[src/rtl/memory_controller.sv]
// Single-access controller for a small word-addressed memory unit: registers a request,
// walks the unit through setup/strobe/hold and returns read data on a ready/valid port.
module memory_controller #(
    parameter int STROBE_CYCLES = 1
) (
    input  logic       clk,
    input  logic       rst_n,
    input  logic       req_valid,
    output logic       req_ready,
    input  logic       req_we,
    input  logic [2:0] req_addr,
    input  logic [7:0] req_wdata,
    output logic       rsp_valid,
    input  logic       rsp_ready,
    output logic [7:0] rsp_rdata,
    output logic       mem_op,
    output logic       mem_select,
    output logic [2:0] mem_address,
    output logic [7:0] mem_in_bus,
    input  logic [7:0] mem_out_bus
);

    typedef enum logic [2:0] {IDLE, SETUP, STROBE, HOLD, RESP} state_t;

    localparam logic [3:0] STROBE_LOAD = 4'(STROBE_CYCLES - 1);

    state_t     state_q, state_d;
    logic [3:0] cnt_q, cnt_d;
    logic       ready_q, ready_d;
    logic       op_q, op_d;
    logic [2:0] addr_q, addr_d;
    logic [7:0] wdata_q, wdata_d;
    logic [7:0] rdata_q, rdata_d;

    always_ff @(posedge clk or negedge rst_n) begin
        if (!rst_n) begin
            state_q <= IDLE;
            cnt_q   <= '0;
            ready_q <= 1'b0;
            op_q    <= 1'b0;
            addr_q  <= '0;
            wdata_q <= '0;
            rdata_q <= '0;
        end else begin
            state_q <= state_d;
            cnt_q   <= cnt_d;
            ready_q <= ready_d;
            op_q    <= op_d;
            addr_q  <= addr_d;
            wdata_q <= wdata_d;
            rdata_q <= rdata_d;
        end
    end

    // The request registers double as the memory-side drivers, so they hold between accesses.
    always_comb begin
        state_d = state_q;
        cnt_d   = cnt_q;
        op_d    = op_q;
        addr_d  = addr_q;
        wdata_d = wdata_q;
        rdata_d = rdata_q;

        unique case (state_q)
            IDLE: begin
                if (req_valid && ready_q) begin
                    state_d = SETUP;
                    op_d    = req_we;
                    addr_d  = req_addr;
                    wdata_d = req_wdata;
                end
            end
            SETUP: begin
                state_d = STROBE;
                cnt_d   = STROBE_LOAD;
            end
            STROBE: begin
                if (cnt_q == 4'd0) begin
                    if (op_q) begin
                        state_d = HOLD;
                    end else begin
                        state_d = RESP;
                        rdata_d = mem_out_bus;
                    end
                end else begin
                    cnt_d = cnt_q - 4'd1;
                end
            end
            HOLD: begin
                state_d = IDLE;
            end
            RESP: begin
                if (rsp_ready) begin
                    state_d = IDLE;
                end
            end
            default: begin
                state_d = IDLE;
            end
        endcase

        // Ready rises one edge after settling in IDLE, which spaces accesses and delays the first accept after reset.
        ready_d = (state_q == IDLE) && (state_d == IDLE);
    end

    assign req_ready   = ready_q;
    assign rsp_valid   = (state_q == RESP);
    assign rsp_rdata   = rdata_q;
    assign mem_select  = (state_q == STROBE);
    assign mem_op      = op_q;
    assign mem_address = addr_q;
    assign mem_in_bus  = wdata_q;

endmodule

[config.mk]
export PLATFORM = sky130hd
export DESIGN_NAME = memory_controller
export DESIGN_NICKNAME = d
export VERILOG_FILES = /design/src/rtl/memory_controller.sv
export SDC_FILE = /design/constraint.sdc
export NUM_CORES = 1
export LEC_CHECK = 0
export BUFFER_PORTS_ARGS = -buffer_cell sky130_fd_sc_hd__buf_2
export CAP_MARGIN = 20
export CORE_MARGIN = 3
export CORE_UTILIZATION = 51
export CTS_CLUSTER_SIZE = 12
export DETAILED_ROUTE_END_ITERATION = 8
export PLACE_DENSITY_LB_ADDON = 0.05
export SYNTH_ARGS = -nofsm -noshare
export SYNTH_HDL_FRONTEND = slang
export SYNTH_SLANG_ARGS = --single-unit
[constraint.sdc]
create_clock -name clk -period 4.9 [get_ports clk]
set_input_delay 0.245 -clock clk [delete_from_list [all_inputs] [get_ports clk]]
set_output_delay 0.245 -clock clk [all_outputs]
set_load 0.03 [all_outputs]
==> impl_metrics.csv <==
group,metric,value,unit
outcome,status,"finished, final reports clean",
timing,slew_viol_final,0,
timing,fmax,528.3,MHz
floorplan,die-area,3084,sq um
clock_tree,root_buffer,"clkbuf_4",
power,vdd_drop_max,0.3612,mV
min_path,hp-class,"primary input to register",
timing,rsz0062_at_grt,"false",
clock_tree,cts-resized-gates,0,
timing,hold_violations,0,
timing,tns,0,ns
timing,setup_violations,0,
synth,synth_edf_count,0,
route,wl_met1,1019,um
placed_design,port_buffers,46,
worst_setup_path,path_cells,"nor2_1, and4b_1, mux2_2",
placed_design,routabilityCongestion,0.7744,
clock_tree,ctsLongestPathBuffers,2,
clock_tree,cts_buffers,3,
timing,relSlewSlack,58.10,%
final_layout,diodes,0,
route,routed_wl,2332,um
final_layout,post_route_cells_drive_above_1_share,56.39,%
synth,synth_fa_ha_area_share,1.000,%
synth,async_flop_share,100.0,%
final_layout,final_cell_mix,"buf_2 (46), dfrtp_1 (28), mux2_2 (11)",
worst_setup_path,cp-start-kind,"register",
final_layout,multi_input_area,494.2,sq um
power,p_sw_share,43.74,%
synth,synth_top_family_by_area,"multiplexers",
global_route,grt-ovfl-total,0,
timing,clock_skew,0.01141,ns
clock_tree,htreeDepth,1,
synth,syn_area_per_cell,14.38,sq um
synth,synth_compound_area_share,4.700,%
global_route,grt_max_degree,29,
worst_setup_path,crit_family,"simple AND/OR/NAND/NOR gates",
final_layout,n_fill_cell,184,
power,powerDensity,673.4,nW/um^2
timing,min_period,1.893,ns
route,drtPass1Iterations,4,
run,maxCapViolCount,0,
final_layout,instances_no_fill,161,
power,p_sw,0.4466,mW
timing,layout_setup_ws,3.007,ns
placed_design,dp_slack,3.016,ns
global_route,grtUsageTotal,16.03,%
route,drt_iter0_drc,23,
synth,yosysUniqueCellTypes,30,
synth,synth_nets,112,
worst_setup_path,arrival,2.11,ns
route,num_vias,854,
floorplan,die_w,55.53,um
global_route,antenna_found_initial,0,
floorplan,core_area,2276,sq um
floorplan,io_pins,47,
worst_setup_path,crit_buf_inv,0,
power,comb_power_share,52.1,%
clock_tree,clock-sinks,28,
power,pwr-share-clk,9.1,%
floorplan,placementRows,17,
final_layout,fin_nets,160,
final_layout,area_delta_synth_final,21.20,%
floorplan,die_h,55.53,um
clock_tree,clock_latency,0.32,ns
synth,synth_xor_area_share,0,%
route,viasPerCell,5.304,
worst_setup_path,critPathMaxFanout,14,
timing,min_period_over_period,38.63,%
route,routed-wl-met2,1143,um
route,routed.top_layer,"met4",
synth,ys_warn_count,0,
power,p_leak,0.7624,nW
clock_tree,tritoncts,"done",
placed_design,dp.final_hpwl,1764,um
synth,synth.area.mux_share,21.50,%
clock_tree,clkTransAtPathRegs,0.15,ns
worst_setup_path,cp_slowest_cell,"and4b_1",
route,routedWlPerCell,14.48,um
synth,synth-simple-area-share,12.30,%
final_layout,regArea,700.7,sq um
synth,synth-main-ff-cell,"dfrtp_1",
synth,syn_inst,87,
floorplan,start_util,54.98,%
synth,syn_area,1251,sq um
power,p_int,0.5745,mW
worst_setup_path,end_kind,"register",
worst_setup_path,critPathRequiredTime,5.11,ns
timing,tightest_slew,0.6281,ns
worst_setup_path,critPathMaxStageDelay,0.65,ns
route,met3_length,145,um
global_route,grt_pass1_wl,3870,um
global_route,grt_pass1_vias,855,
synth,synth-seq-cells,28,
power,seq_power_share,38.8,%
synth,synth-seq-area-share,56.00,%
route,drc,0,
worst_setup_path,worstSetupPathType,"register to register",
final_layout,final_common_cell,"buf_2",
placed_design,dp_cells,157,
final_layout,fin_util,66.63,%
route,ant_nets,0,
per-stage QoR:
step / power [mW] / instance area, sq um / hold WS [ns]
final: 1.021 / 1516 / 0.1067
after detailed placement: 0.9381 / 1484 / 0.3011
after floorplan: 0.8081 / 1251 / -0.05059
after global routing: 1.076 / 1516 / 0.08462
after global placement: 0.9232 / 1484 / 0.2868
after CTS: 1.030 / 1516 / 0.08987
per-layer routing:
metal | global-route usage (%) | vias up
li1 | - | 405
met1 | 19.79 | 421
met2 | 26.69 | 26
met3 | 3.505 | 2
met4 | 7.292 | 0
met5 | 0 | -
path summary, 6_finish.rpt:
check	start	endpoint	slack [ns]	cells after the start
max	state_q[1]$_DFF_PN0_	mem_address[1]$_DFFE_PN0P_	3.01	3
min	rsp_ready	state_q[2]$_DFF_PN0_	0.11	2
min in group asynchronous	rst_n	cnt_q[0]$_DFFE_PN0P_	0.44	2
max reg2reg	state_q[1]$_DFF_PN0_	mem_address[1]$_DFFE_PN0P_	3.01	3
min reg2reg	mem_in_bus[0]$_DFFE_PN0P_	mem_in_bus[0]$_DFFE_PN0P_	0.52	1
max in group asynchronous	rst_n	rsp_rdata[1]$_DFFE_PN0P_	4.05	2
registers in the layout, summed over array words and instances (netlist names):
register     count
mem_in_bus       8
cnt_q            4
req_ready        1
mem_address      3
rsp_rdata        8
mem_op           1
state_q          3
power by group through the flow:
stage                     Combinational, mW  Clock (mW)  Sequential (mW)
after floorplan                       0.243           0            0.565
after global placement                0.530           0            0.393
after detailed placement              0.540           0            0.398
after CTS                             0.540      0.0947            0.396
after global routing                  0.562       0.105            0.409
final                                 0.532      0.0929            0.396
logic make-up (layout without fill, tap and decap cells):
| kind of cell | count (synthesis) | count (layout) |
|---|---|---|
| flip-flops | 28 | 28 |
| multiplexers | 21 | 21 |
| AND/OR/NAND/NOR | 19 | 19 |
| AO/OA/AOI/OAI | 9 | 9 |
| buffers and inverters | 9 | 55 |
| adder cells (fa/ha/maj) | 1 | 1 |
layout make-up:
type                    count  area share, %
inverters                   5          1.568
well taps                  28          2.310
flip-flops and latches     28          46.20
clock buffers               3          1.485
repair buffers             47          15.84
multi-input cells          50          32.59
synth_stat cells (2+ instances only):
library cell / n / area, sq um
buf_6: 2 / 22.52
o21ai_0: 4 / 20.02
nand2_1: 2 / 7.510
nor2_1: 2 / 7.510
inv_1: 4 / 15.01
nand2b_1: 2 / 12.51
mux2_4: 9 / 135.1
nand4_1: 2 / 12.51
clkbuf_2: 2 / 10.01
dfrtp_1: 28 / 700.7
mux2_2: 11 / 123.9
timing repair:
item                      in CTS  in global routing
setup buffers                  0                  0
hold buffers                   1                  0
hold endpoints to repair      28                  0
Note: power is estimated with default switching activity, not from simulation.
